<file path="src/rtl/bin_morph_filter.sv">
// Binary 3x3 morphology: stage 1 erodes, stage 2 dilates, either may pass through; 2-cycle latency.
// Optional MORPH_STATS_EN adds Pixel_count, the number of valid ones in the last completed frame.

module bin_morph_stage #(
    parameter int H_ACTIVE = 640,
    parameter int V_ACTIVE = 480,
    parameter int H_W      = 12,
    parameter int V_W      = 11
) (
    input  logic           PClk,
    input  logic           rst_n,
    input  logic [H_W-1:0] h_i,
    input  logic [V_W-1:0] v_i,
    input  logic           b_i,
    input  logic           erode_en,
    input  logic           dilate_en,
    output logic [H_W-1:0] h_o,
    output logic [V_W-1:0] v_o,
    output logic           b_o
);
    localparam int AW = $clog2(H_ACTIVE + 1);
    localparam logic [H_W-1:0] H_LIM = H_W'(H_ACTIVE);
    localparam logic [V_W-1:0] V_LIM = V_W'(V_ACTIVE);
    localparam logic [H_W-1:0] H_ONE = H_W'(1);
    localparam logic [H_W-1:0] H_TWO = H_W'(2);
    localparam logic [V_W-1:0] V_ONE = V_W'(1);
    localparam logic [V_W-1:0] V_TWO = V_W'(2);

    logic lb1 [0:H_ACTIVE];
    logic lb2 [0:H_ACTIVE];

    // Column vectors: bit r holds row v_i-r; win1/win2 are columns h_i-1/h_i-2.
    logic [2:0]      col0, win1, win2;
    logic [2:0]      row_ok, col_ok;
    logic [2:0][2:0] tap;
    logic [H_W-1:0]  h_m1, h_m2;
    logic [V_W-1:0]  v_m1, v_m2;
    logic [AW-1:0]   addr;
    logic            lb_we, p, centre_ok, op;

    assign h_m1 = h_i - H_ONE;
    assign h_m2 = h_i - H_TWO;
    assign v_m1 = v_i - V_ONE;
    assign v_m2 = v_i - V_TWO;

    assign lb_we = (h_i <= H_LIM);
    assign addr  = lb_we ? h_i[AW-1:0] : '0;
    assign p     = b_i & (h_i < H_LIM) & (v_i < V_LIM);
    assign col0  = {lb2[addr], lb1[addr], p};

    // Negative offsets wrap to large unsigned values, so one compare covers both edges.
    assign row_ok = {v_m2 < V_LIM, v_m1 < V_LIM, v_i < V_LIM};
    assign col_ok = {h_m2 < H_LIM, h_m1 < H_LIM, h_i < H_LIM};

    assign tap[0] = col0 & row_ok & {3{col_ok[0]}};
    assign tap[1] = win1 & row_ok & {3{col_ok[1]}};
    assign tap[2] = win2 & row_ok & {3{col_ok[2]}};

    assign centre_ok = (h_m1 < H_LIM) && (v_m1 < V_LIM);

    always_comb begin
        op = tap[1][1];
        if (erode_en)
            op = &tap;
        else if (dilate_en)
            op = |tap;
    end

    always_ff @(posedge PClk) begin
        if (lb_we) begin
            lb1[addr] <= p;
            lb2[addr] <= lb1[addr];
        end
    end

    always_ff @(posedge PClk or negedge rst_n) begin
        if (!rst_n) begin
            win1 <= '0;
            win2 <= '0;
            h_o  <= '0;
            v_o  <= '0;
            b_o  <= 1'b0;
        end else begin
            win1 <= col0;
            win2 <= win1;
            h_o  <= h_m1;
            v_o  <= v_m1;
            b_o  <= centre_ok & op;
        end
    end
endmodule

module bin_morph_filter #(
    parameter int H_ACTIVE = 640,
    parameter int V_ACTIVE = 480,
    parameter int H_W      = 12,
    parameter int V_W      = 11
) (
    input  logic           PClk,
    input  logic           rst_n,
    input  logic [H_W-1:0] VtcHCnt,
    input  logic [V_W-1:0] VtcVCnt,
    input  logic           Binary_in,
    input  logic [1:0]     mode,
    output logic           Binary_out,
    output logic [H_W-1:0] Hcnt_out,
    output logic [V_W-1:0] Vcnt_out,
`ifdef MORPH_STATS_EN
    output logic [20:0]    Pixel_count,
`endif
    output logic           Valid_out
);
    localparam int STAGES = 2;
    localparam logic [H_W-1:0] H_LIM = H_W'(H_ACTIVE);
    localparam logic [V_W-1:0] V_LIM = V_W'(V_ACTIVE);

    logic [STAGES:0][H_W-1:0] hs;
    logic [STAGES:0][V_W-1:0] vs;
    logic [STAGES:0]          bs;
    logic [STAGES-1:0]        erode_en, dilate_en;
    logic [1:0]               mode_q;
    logic                     armed, frame_start;

    assign frame_start = (VtcHCnt == '0) && (VtcVCnt == '0);

    // Mode and arming only change at frame start so a frame is never torn.
    always_ff @(posedge PClk or negedge rst_n) begin
        if (!rst_n) begin
            mode_q <= 2'b00;
            armed  <= 1'b0;
        end else if (frame_start) begin
            mode_q <= mode;
            armed  <= 1'b1;
        end
    end

    assign hs[0]     = VtcHCnt;
    assign vs[0]     = VtcVCnt;
    assign bs[0]     = Binary_in;
    assign erode_en  = {1'b0, mode_q[0]};
    assign dilate_en = {mode_q[1], 1'b0};

    generate
        for (genvar g = 0; g < STAGES; g++) begin : g_stage
            bin_morph_stage #(
                .H_ACTIVE(H_ACTIVE), .V_ACTIVE(V_ACTIVE), .H_W(H_W), .V_W(V_W)
            ) u_stage (
                .PClk     (PClk),
                .rst_n    (rst_n),
                .h_i      (hs[g]),
                .v_i      (vs[g]),
                .b_i      (bs[g]),
                .erode_en (erode_en[g]),
                .dilate_en(dilate_en[g]),
                .h_o      (hs[g+1]),
                .v_o      (vs[g+1]),
                .b_o      (bs[g+1])
            );
        end
    endgenerate

    assign Hcnt_out   = hs[STAGES];
    assign Vcnt_out   = vs[STAGES];
    assign Binary_out = bs[STAGES] & armed;
    assign Valid_out  = armed && (Hcnt_out < H_LIM) && (Vcnt_out < V_LIM);

`ifdef MORPH_STATS_EN
    logic [20:0] acc;
    logic        hit, last_px;

    assign hit     = Valid_out & Binary_out;
    assign last_px = (Hcnt_out == H_LIM - H_W'(1)) && (Vcnt_out == V_LIM - V_W'(1));

    always_ff @(posedge PClk or negedge rst_n) begin
        if (!rst_n) begin
            acc         <= '0;
            Pixel_count <= '0;
        end else if (last_px) begin
            Pixel_count <= acc + 21'(hit);
            acc         <= '0;
        end else begin
            acc         <= acc + 21'(hit);
        end
    end
`endif
endmodule

</file>
<file path="config.mk">
export PLATFORM = sky130hd
export DESIGN_NAME = bin_morph_filter
export DESIGN_NICKNAME = d
export VERILOG_FILES = /design/src/rtl/bin_morph_filter.sv
export SDC_FILE = /design/constraint.sdc
export NUM_CORES = 2
export LEC_CHECK = 0
export BUFFER_PORTS_ARGS = -buffer_cell sky130_fd_sc_hd__buf_4
export CORE_MARGIN = 2
export CORE_UTILIZATION = 45
export CTS_BUF_LIST = sky130_fd_sc_hd__clkbuf_4
export DETAILED_ROUTE_END_ITERATION = 10
export PLACE_DENSITY_LB_ADDON = 0.05
export SYNTH_ARGS = -nofsm -noshare
export SYNTH_HDL_FRONTEND = slang
export SYNTH_SLANG_ARGS = --single-unit
</file>
<file path="constraint.sdc">
create_clock -name PClk -period 33.3 [get_ports PClk]
set_input_delay 3.33 -clock PClk [delete_from_list [all_inputs] [get_ports PClk]]
set_output_delay 3.33 -clock PClk [all_outputs]
set_load 0.03 [all_outputs]
</file>
==> flow_metrics.tcl <==
set metrics [dict create \
    hold_buffers 0 \
    nets 8369 \
    nFillCells 21500 \
    grt_overflow 0 \
    r2r_start "g_stage[0].u_stage.h_o[1]$_DFF_PN0_" \
    grt_pass1_vias 76982 \
    htree_levels 6 \
    leakage_uw 0.0357 \
    synth_flop_cell "edfxtp_1" \
    critical_path_arrival_ps 10090 \
    via_per_inst 6.40 \
    status "finished, final reports clean" \
    first_iter_violations 9698 \
    grt_max_degree 231 \
    maxCapViolations 0 \
    ant_nets 0 \
    max_freq_mhz 110 \
    cts_setup_buffers 0 \
    routed_wl_mm 415 \
    hold_class "flip-flop to flip-flop" \
    tns_ps 0 \
    die_w_um 499 \
    synth_edf_count 2564 \
    dpl.hpwl_mm 243 \
    drv_slew 0 \
    io_buffers 52 \
    syn_area_per_cell_um2 13.7 \
    crit_path_start_kind "primary input" \
    critPathBufInv 7 \
    core.rowCount 181 \
    peakVddDrop_v 0.0000409 \
    clock_latency_ps 1500 \
    cts_tree "yes" \
    drive_above_1_share 0.199 \
    synthToLayoutAreaGrowth_pct 11.8 \
    fin_area_mm2 0.123 \
    fin_skew_ps 141 \
    crit_family "buffers and inverters" \
    io_pins 53 \
    relSlewSlack 0.0454 \
    antenna_found_initial 16 \
    die_area_mm2 0.249 \
    rsz0062_at_grt "no" \
    drt_first_pass_iters 6 \
    tightest_slew_ps 1430 \
    r2r-end "g_stage[1].u_stage.lb2[474]$_DFFE_PP_" \
    yosys.cell_types.count 88 \
    drc 0 \
    async_flop_share 0.0240 \
    setup_viol 0 \
    die_height_um 499 \
    crit_required_ps 34300 \
    syn_area_mm2 0.110 \
    coreArea_mm2 0.243 \
    grt_usage 0.327 \
    hold_path_startpoint "g_stage[0].u_stage.win1[2]$_DFF_PN0_" \
    cts_sinks 2627 \
    synthesis.nets 8044 \
    synth.ff_latch_count 2627 \
    crit_path_end_kind "flip-flop" \
    wire_per_inst_um 34.4 \
    reg2regPathDepth 15 \
    power-per-cell-area_mw_per_mm2 56.7 \
    min_delay_worst_endpoint "g_stage[0].u_stage.win2[2]$_DFF_PN0_" \
    ctsResizeCount 0 \
    r2r_setup_slack_ps 24540 \
    hold_viol_final 0 \
    yosys_warnings 0 \
    cts_buffer_depth 4 \
    cp_common_cell "buf_4" \
    path_cells "buf_8 > buf_4 > buf_12 > buf_4 > buf_4 > mux2i_1 > a221o_1 > a21oi_1 > nor3_1 > a221oi_1 > o211ai_1 > o311ai_4 > buf_4 > buf_12" \
    yosysSeqAreaShare 0.714 \
    period_needed_ps 9090 \
    post-place-ws_ps 23050 \
    crit_start "VtcHCnt[1]" \
    place.gp.congestion 0.949 \
    grt_first_pass_wirelength_mm 579 \
    min_path_cells 0 \
    placed_area_mm2 0.114 \
    crit_slowest_cell "buf_4" \
    synthCells 8012 \
    cts_buffers 709 \
    path_clk_slew_ps 60 \
    clockRootBuffer "clkbuf_4" \
    path_max_fanout 228 \
    initial_core_util 0.453 \
    period_share 0.273 \
    setup_slack_ps 24210 \
    path_class "primary input to flip-flop" \
    cpPeakStageDelay_ps 830 \
    hold_ws_ps 373 \
    vias 77130 \
]
## cells in the final DEF (no fill, tap or decap), types with 23 or more instances in the layout
| master | count |
|---|---|
| a41oi_1 | 23 |
| o21ai_0 | 275 |
| mux4_2 | 102 |
| clkinv_1 | 104 |
| edfxtp_1 | 2564 |
| or3_1 | 44 |
| nand4_1 | 35 |
| o22a_1 | 33 |
| nand2_1 | 265 |
| nand3_1 | 97 |
| nor2_1 | 1599 |
| inv_1 | 69 |
| dfrtp_1 | 59 |
| a31oi_1 | 47 |
| mux2_2 | 118 |
| a221o_1 | 28 |
| o221ai_1 | 209 |
| a21oi_1 | 349 |
| a211oi_1 | 85 |
| o22ai_1 | 292 |
| a221oi_1 | 47 |
| buf_4 | 314 |
| mux2i_1 | 297 |
| clkbuf_4 | 1054 |
| nor3_1 | 122 |
| o211ai_1 | 61 |
## cells in the mapped netlist, types with 102 or more instances
cell type / instances / area share
a21oi_1: 350 / 0.016
buf_2: 214 / 0.0097
clkbuf_1: 424 / 0.014
edfxtp_1: 2564 / 0.70
mux2_2: 118 / 0.012
mux2i_1: 297 / 0.027
mux4_2: 102 / 0.021
nand2_1: 280 / 0.0095
nand3_1: 112 / 0.0051
nor2_1: 1606 / 0.055
nor3_1: 127 / 0.0058
o21ai_0: 276 / 0.013
o221ai_1: 209 / 0.017
o22ai_1: 292 / 0.017
## layout make-up
| class | count | area [µm²] | share of cell area |
|---|---|---|---|
| clock inverter | 148 | 935 | 0.00759 |
| antenna | 20 | 50.0 | 0.000407 |
| multi-input combinational | 4591 | 28600 | 0.232 |
| timing repair buffer | 332 | 2700 | 0.0219 |
| clock buffer | 1054 | 7910 | 0.0643 |
| inverter | 76 | 292 | 0.00237 |
| tap | 3202 | 4010 | 0.0326 |
| sequential | 2627 | 78600 | 0.639 |
## worst register-to-register path, delay by kind of cell (launching register included)
kind	cells	cell delay (ps)
compound gates	4	1320
buf+inv	6	4350
flops	1	830
simple gates	5	1900
## registers in the layout (all words and copies together) (netlist names)
signal,flops
g_stage.u_stage.b_o,2
g_stage.u_stage.v_o,22
mode_q,2
g_stage.u_stage.lb1,1282
g_stage.u_stage.lb2,1282
g_stage.u_stage.win2,6
armed,1
g_stage.u_stage.win1,6
g_stage.u_stage.h_o,24
## worst max-delay path by stage
stage	cells after the start	end
5_1_grt	14	g_stage[0].u_stage.lb2[48]$_DFFE_PP_
3_3_place_gp	15	g_stage[0].u_stage.lb2[149]$_DFFE_PP_
3_5_place_dp	14	g_stage[0].u_stage.lb2[149]$_DFFE_PP_
2_1_floorplan	12	g_stage[1].u_stage.lb2[0]$_DFFE_PP_
6_report	14	g_stage[0].u_stage.lb2[222]$_DFFE_PP_
4_1_cts	14	g_stage[0].u_stage.lb2[29]$_DFFE_PP_
## metrics by stage
step	util	total power [µW]	std cells
floorplan	-	4030	8012
global placement	0.469	4160	10827
detailed placement	0.469	4160	10828
CTS	0.506	7010	12030
global route	0.506	7200	12043
finish	0.506	6980	12050
## metal layers
layer  track usage  routed length, µm
met1         0.413             155000
met2         0.525             195000
met3        0.0662              37700
met5             0                 87
met4         0.190              27100
## power breakdown
part	switching [µW]	leakage (µW)	total, µW	internal (µW)
clock	1360	0.00528	2880	1520
sequential	10.1	0.0206	3660	3650
combinational	336	0.00982	434	98.1
total	1710	0.0357	6980	5270
## logic make-up (layout without fill, tap and decap cells)
logic type	count (synthesis)	count (layout)	synth area share
AOI/OAI and AO/OA	1699	1699	0.105
buffers and inverters	794	1610	0.0305
muxes	517	517	0.0599
DFF	2627	2627	0.714
xor gates and xnor gates	32	32	0.00255
other	0	20	0
and+or+nand+nor	2339	2339	0.0884
adders and majority gates	4	4	0.000455
No activity file was read; power rests on OpenSTA's default activity.
